**config.mk**
```make
export PLATFORM = sky130hd
export DESIGN_NAME = sonar_echo_emulator
export DESIGN_NICKNAME = d
export VERILOG_FILES = /design/src/rtl/sonar_echo_emulator.sv
export SDC_FILE = /design/constraint.sdc
export NUM_CORES = 1
export LEC_CHECK = 0
export ABC_AREA = 0
export BUFFER_PORTS_ARGS = -buffer_cell sky130_fd_sc_hd__buf_2
export CORE_MARGIN = 2
export CORE_UTILIZATION = 55
export DETAILED_ROUTE_END_ITERATION = 8
export HOLD_SLACK_MARGIN = 0.08
export PLACE_DENSITY = 0.71
export SLEW_MARGIN = 20
export SYNTH_ARGS = -nofsm -noshare
export SYNTH_HDL_FRONTEND = slang
export SYNTH_SLANG_ARGS = --single-unit
```
**constraint.sdc**
```tcl
create_clock -name clk -period 3.35 [get_ports clk]
set_clock_uncertainty 0.2 [all_clocks]
set_input_delay 0.335 -clock clk [delete_from_list [all_inputs] [get_ports clk]]
set_output_delay 0.335 -clock clk [all_outputs]
set_load 0.03 [all_outputs]
```
**src/rtl/sonar_echo_emulator.sv**
```systemverilog
// rtl/sonar_echo_emulator.sv - HC-SR04 echo responder; define SONAR_EMU_HOLDOFF_EN for post-echo holdoff
module sonar_echo_emulator #(
    parameter int unsigned FREQ        = 50_000_000,
    parameter int unsigned MIN_TRIG_US = 10,
    parameter int unsigned BURST_US    = 200,
    parameter int unsigned US_PER_CM   = 58,
    parameter int unsigned MIN_CM      = 2,
    parameter int unsigned MAX_CM      = 400,
    parameter int unsigned NO_OBJ_US   = 38000,
    parameter int unsigned HOLDOFF_US  = 60000
) (
    input  logic       clk,
    input  logic       rst_n,
    input  logic       trig,
    input  logic [8:0] dist_cm,
    input  logic       obj_present,
    output logic       echo,
    output logic       busy,
    output logic       trig_err
);

    localparam logic [31:0] CYC_PER_US   = 32'(FREQ / 1_000_000);
    localparam logic [31:0] MIN_TRIG_CYC = 32'(FREQ / 1_000_000 * MIN_TRIG_US);
    localparam logic [31:0] BURST_CYC    = 32'(FREQ / 1_000_000 * BURST_US);
    localparam logic [31:0] CM_CYC       = 32'(FREQ / 1_000_000 * US_PER_CM);
    localparam logic [31:0] NO_OBJ_CYC   = 32'(FREQ / 1_000_000 * NO_OBJ_US);
    localparam logic [31:0] MIN_CM_W     = 32'(MIN_CM);
    localparam logic [31:0] MAX_CM_W     = 32'(MAX_CM);
`ifdef SONAR_EMU_HOLDOFF_EN
    localparam logic [31:0] HOLDOFF_CYC  = 32'(FREQ / 1_000_000 * HOLDOFF_US);
`endif

    typedef enum logic [2:0] {
        S_IDLE,
        S_TRIG_HI,
        S_DELAY,
        S_ECHO
`ifdef SONAR_EMU_HOLDOFF_EN
        , S_HOLDOFF
`endif
    } state_t;

    state_t      state_q;
    logic        sync1_q;
    logic        trig_s_q;
    logic [31:0] cnt_q;
    logic [31:0] width_q;
    logic        echo_q;
    logic        busy_q;
    logic        trig_err_q;

    logic [31:0] dist_ext;
    logic [31:0] dist_clamped;
    logic [31:0] width_d;

    // Two-flop synchronizer for the asynchronous trig input
    always_ff @(posedge clk or negedge rst_n) begin
        if (!rst_n) begin
            sync1_q  <= 1'b0;
            trig_s_q <= 1'b0;
        end else begin
            sync1_q  <= trig;
            trig_s_q <= sync1_q;
        end
    end

    // Echo width for the live inputs; captured only when a measurement is accepted
    always_comb begin
        dist_ext = {23'd0, dist_cm};
        if (dist_ext < MIN_CM_W) begin
            dist_clamped = MIN_CM_W;
        end else if (dist_ext > MAX_CM_W) begin
            dist_clamped = MAX_CM_W;
        end else begin
            dist_clamped = dist_ext;
        end
        width_d = obj_present ? dist_clamped * CM_CYC : NO_OBJ_CYC;
    end

    // Measurement FSM; cnt_q is shared between trig width, burst delay, echo and holdoff timing
    always_ff @(posedge clk or negedge rst_n) begin
        if (!rst_n) begin
            state_q    <= S_IDLE;
            cnt_q      <= '0;
            width_q    <= '0;
            echo_q     <= 1'b0;
            busy_q     <= 1'b0;
            trig_err_q <= 1'b0;
        end else begin
            trig_err_q <= 1'b0;
            case (state_q)
                S_IDLE: begin
                    if (trig_s_q) begin
                        state_q <= S_TRIG_HI;
                        cnt_q   <= 32'd1;
                        busy_q  <= 1'b1;
                    end
                end
                S_TRIG_HI: begin
                    if (trig_s_q) begin
                        if (cnt_q != 32'hFFFF_FFFF) cnt_q <= cnt_q + 32'd1;
                    end else if (cnt_q >= MIN_TRIG_CYC) begin
                        state_q <= S_DELAY;
                        cnt_q   <= '0;
                        width_q <= width_d;
                    end else begin
                        state_q    <= S_IDLE;
                        cnt_q      <= '0;
                        busy_q     <= 1'b0;
                        trig_err_q <= 1'b1;
                    end
                end
                S_DELAY: begin
                    // Entered one edge after trig_s falls, so BURST_CYC+1 edges here give BURST_CYC+3 from raw trig low
                    if (cnt_q == BURST_CYC) begin
                        state_q <= S_ECHO;
                        cnt_q   <= 32'd1;
                        echo_q  <= 1'b1;
                    end else begin
                        cnt_q <= cnt_q + 32'd1;
                    end
                end
                S_ECHO: begin
                    if (cnt_q >= width_q) begin
                        echo_q <= 1'b0;
`ifdef SONAR_EMU_HOLDOFF_EN
                        state_q <= S_HOLDOFF;
                        cnt_q   <= 32'd1;
`else
                        state_q <= S_IDLE;
                        cnt_q   <= '0;
                        busy_q  <= 1'b0;
`endif
                    end else begin
                        cnt_q <= cnt_q + 32'd1;
                    end
                end
`ifdef SONAR_EMU_HOLDOFF_EN
                S_HOLDOFF: begin
                    if (cnt_q >= HOLDOFF_CYC) begin
                        state_q <= S_IDLE;
                        cnt_q   <= '0;
                        busy_q  <= 1'b0;
                    end else begin
                        cnt_q <= cnt_q + 32'd1;
                    end
                end
`endif
                default: begin
                    state_q <= S_IDLE;
                    cnt_q   <= '0;
                    echo_q  <= 1'b0;
                    busy_q  <= 1'b0;
                end
            endcase
        end
    end

    assign echo     = echo_q;
    assign busy     = busy_q;
    assign trig_err = trig_err_q;

endmodule

```
==> flow_summary.ini <==
[finish]
n_antenna_cell = 0
drive_gt1_share_pct = 31.40
stdcell_count = 805
area_growth_pct = 24.59
fin_nets = 771
fin_area_sq_um = 6695
fillers = 723

[floorplan]
core_area_sq_um = 9639
die_y_um = 102.8
io_pins = 16
rows = 36
die_w_um = 102.8
start_util_pct = 55.75
die-area_sq_um = 10580

[yosys]
yosysWarnings = 0
syn_area_sq_um = 5374
ys_ff_latch = 59
ys_types = 57
synthArstFlopShare_pct = 100.0
synthTopCellsByArea = dfrtp_1, ha_1, fa_1
ys.flop_type = dfrtp_1
synth.top_cell.area_share_pct = 27.47
synth_top_area_cell = dfrtp_1
syn_avg_cell_area_sq_um = 9.078
syn_inst = 592
yosysMostFrequentCell = inv_1
ys_seq_area_share_pct = 27.47
synth_edf_count = 0
synthTopCellsByCount = inv_1, ha_1, dfrtp_1, nor2_1, a21oi_2
synth_fp_nets = 696

[drt]
via_per_inst = 5.595
drt_wl_total_um = 12460
vias = 4504
wire_per_inst_um = 15.47
ant_nets = 0
drc = 0
first_pass_iters = 5
drt_iter0_drc = 190

[cts]
path_clk_slew_ns = 0.07
cts_tree = done
htreeDepth = 3
numCtsBuffers = 9
root_buffer = clkbuf_8
cts_buffer_depth = 2
cts.sinks = 59
clk-insertion-delay-late_ns = 0.34

[critical_path]
startpoint = dist_cm[2]
critPathCaptureType = register
rr_startpoint = cnt_q[4]$_DFFE_PN0P_
slowest_delay_ns = 0.55
crit_path_start_kind = primary input
cp_num_buf_inv = 4
crit_chain = buf_6 -> or3_4 -> o21ai_4 -> a21oi_4 -> nor2b_4 -> buf_4 -> ha_2 -> ha_1 -> fa_1 -> inv_1 -> fa_1 -> inv_2 -> ha_4 -> o21ai_4 -> a21oi_4 -> o31ai_4 -> a311oi_2 -> o2111a_1 -> nor3_2
r2r_end = width_q[17]$_DFFE_PN0P_
cpMaxStageDelayCell = fa_1
crit_family = adder cells
crit_path_max_fanout = 4
cp.required_ns = 3.37
critPathKind = primary input to register
reg2reg_slack_ns = 0.66
cp.depth = 19
critPathArrivalTime_ns = 4.45
r2r.worst_path.cells = 6

[pwr]
seqPwrFrac_pct = 21.7
p_per_area_nw_per_um2 = 511.4
switching_share_pct = 39.46
clock_power_share_pct = 18.6
vdd_ir_drop_max_mv = 0.2538
switchingPower_mw = 1.351
pwr-share-comb_pct = 59.6
p_int_mw = 2.073
p_leak_nw = 3.176

[placement]
place_ws_ns = -1.574
gp_congestion = 0.8639
placedCellCount = 777
place.port_buffers = 15
place_area_sq_um = 6071
hpwl_um = 9142

[min_path]
hold_start = sync1_q$_DFF_PN0_
hp-class = register to register
hold_end = trig_s_q$_DFF_PN0_
min_path_cells = 0

[sta]
fin_crit_ns = 4.428
setup_tns_ns = -11.27
fin_crit_sh_pct = 132.2
holdWs_ns = 0.1637
drv_slew = 0
rsz0062_at_grt = true
setup_viol = 14
setup_slack_ns = -1.078
fmax_mhz = 225.8
hold_viol = 0
maxSlewHeadroom_pct = 32.43
worst_slew_pin_slew_ns = 1.010

[grt]
antenna_found_initial = 0
grt_pass1_wl_um = 20210
grt_max_degree = 47
grt_pass1_vias = 4470
grt_usage_pct = 24.53
grt-ovfl-total = 0

[status]
status = complete, but fails checks
violations = negative setup slack

[run]
cap_violations = 0
## state kept, by name, summed over array words and instances (netlist names)
register	count
cnt_q	32
width_q	20
state_q	2
busy	1
echo	1
sync1_q	1
trig_err	1
trig_s_q	1
## power by group through the flow
| stage | registers [mW] | logic [mW] | clock network [mW] |
|---|---|---|---|
| after floorplan | 0.755 | 1.05 | 0 |
| after global placement | 0.756 | 1.49 | 0 |
| after detailed placement | 0.757 | 1.54 | 0 |
| after CTS | 0.744 | 1.85 | 0.646 |
| after global routing | 0.747 | 2.24 | 0.682 |
| final | 0.745 | 2.04 | 0.637 |
## cell usage in the layout, fill, tap and decap left out, types with 4 or more instances in the layout
master,synthesis,final
fa_1,22,21
and2_1,7,7
nor3_1,14,10
nor4_2,3,4
nand2_1,29,28
xnor2_1,19,19
buf_2,5,12
a21oi_1,22,15
nor2_1,40,35
nand4_1,15,15
inv_1,85,72
xor2_1,20,20
ha_4,0,13
and3_1,6,6
nand2b_1,6,5
o21ai_0,19,12
nor2_2,0,4
buf_6,3,5
a31oi_1,15,14
inv_2,0,13
clkbuf_8,0,9
a21oi_2,31,34
o21ai_4,0,4
ha_1,69,53
and4_1,6,6
dfrtp_1,59,59
nand3_1,26,25
a21oi_4,0,4
buf_4,0,64
## cell families after synthesis
group                    after synthesis  share of synthesized area [%]
AO/OA/AOI/OAI                        117                          15.48
XOR/XNOR                              39                          6.356
adder cells (fa/ha/maj)               91                          24.26
buffers and inverters                104                          7.800
flip-flops                            59                          27.47
multiplexers                           1                         0.1863
AND/OR/NAND/NOR                      181                          18.44
## metal layers
layer,GRT usage [%],wire (um)
met1,27.77,4994
met2,45.60,6593
met3,2.712,367
met4,12.25,501
met5,0,0
## how the worst max path moves through the flow
stage                                    to  slack (ns)
finish              width_q[19]$_DFFE_PN0P_       -1.08
global route        width_q[14]$_DFFE_PN0P_       -1.24
CTS                 width_q[16]$_DFFE_PN0P_       -1.04
detailed placement  width_q[19]$_DFFE_PN0P_       -1.57
global placement    width_q[19]$_DFFE_PN0P_       -1.43
floorplan           width_q[16]$_DFFE_PN0P_       -1.26
## repair_timing
| item | in CTS | in global routing |
|---|---|---|
| setup buffers | 5 | 5 |
| pin swaps | 29 | 23 |
| endpoints found under the setup margin | 14 | 14 |
| hold buffers | 2 | 0 |
| endpoints found under the hold margin | 46 | 0 |
| gates resized for setup | 39 | 24 |
## final cells by class
cell class | instances | area [sq um] | area share [%]
flip-flops and latches | 59 | 1476 | 22.05
multi-input cells | 429 | 3924 | 58.61
repair buffers | 83 | 616.8 | 9.213
well taps | 133 | 166.4 | 2.486
clock inverters | 7 | 68.82 | 1.028
inverters | 85 | 319.1 | 4.765
clock buffers | 9 | 123.9 | 1.850
## metrics by stage
step	util (%)	power, mW
final	69.46	3.424
after global routing	69.46	3.667
after CTS	67.74	3.244
after detailed placement	62.98	2.300
after global placement	62.98	2.244
after floorplan	-	1.806
## worst register-to-register path: stages (launching register included)
cell and delay (ns):
dfrtp_1 0.47, and4_1 0.34, nand3b_1 0.18, a31oi_2 0.86, buf_4 0.30, nor2_1 0.05
a31o_2 0.20
Power figures use the tool's default switching activity.
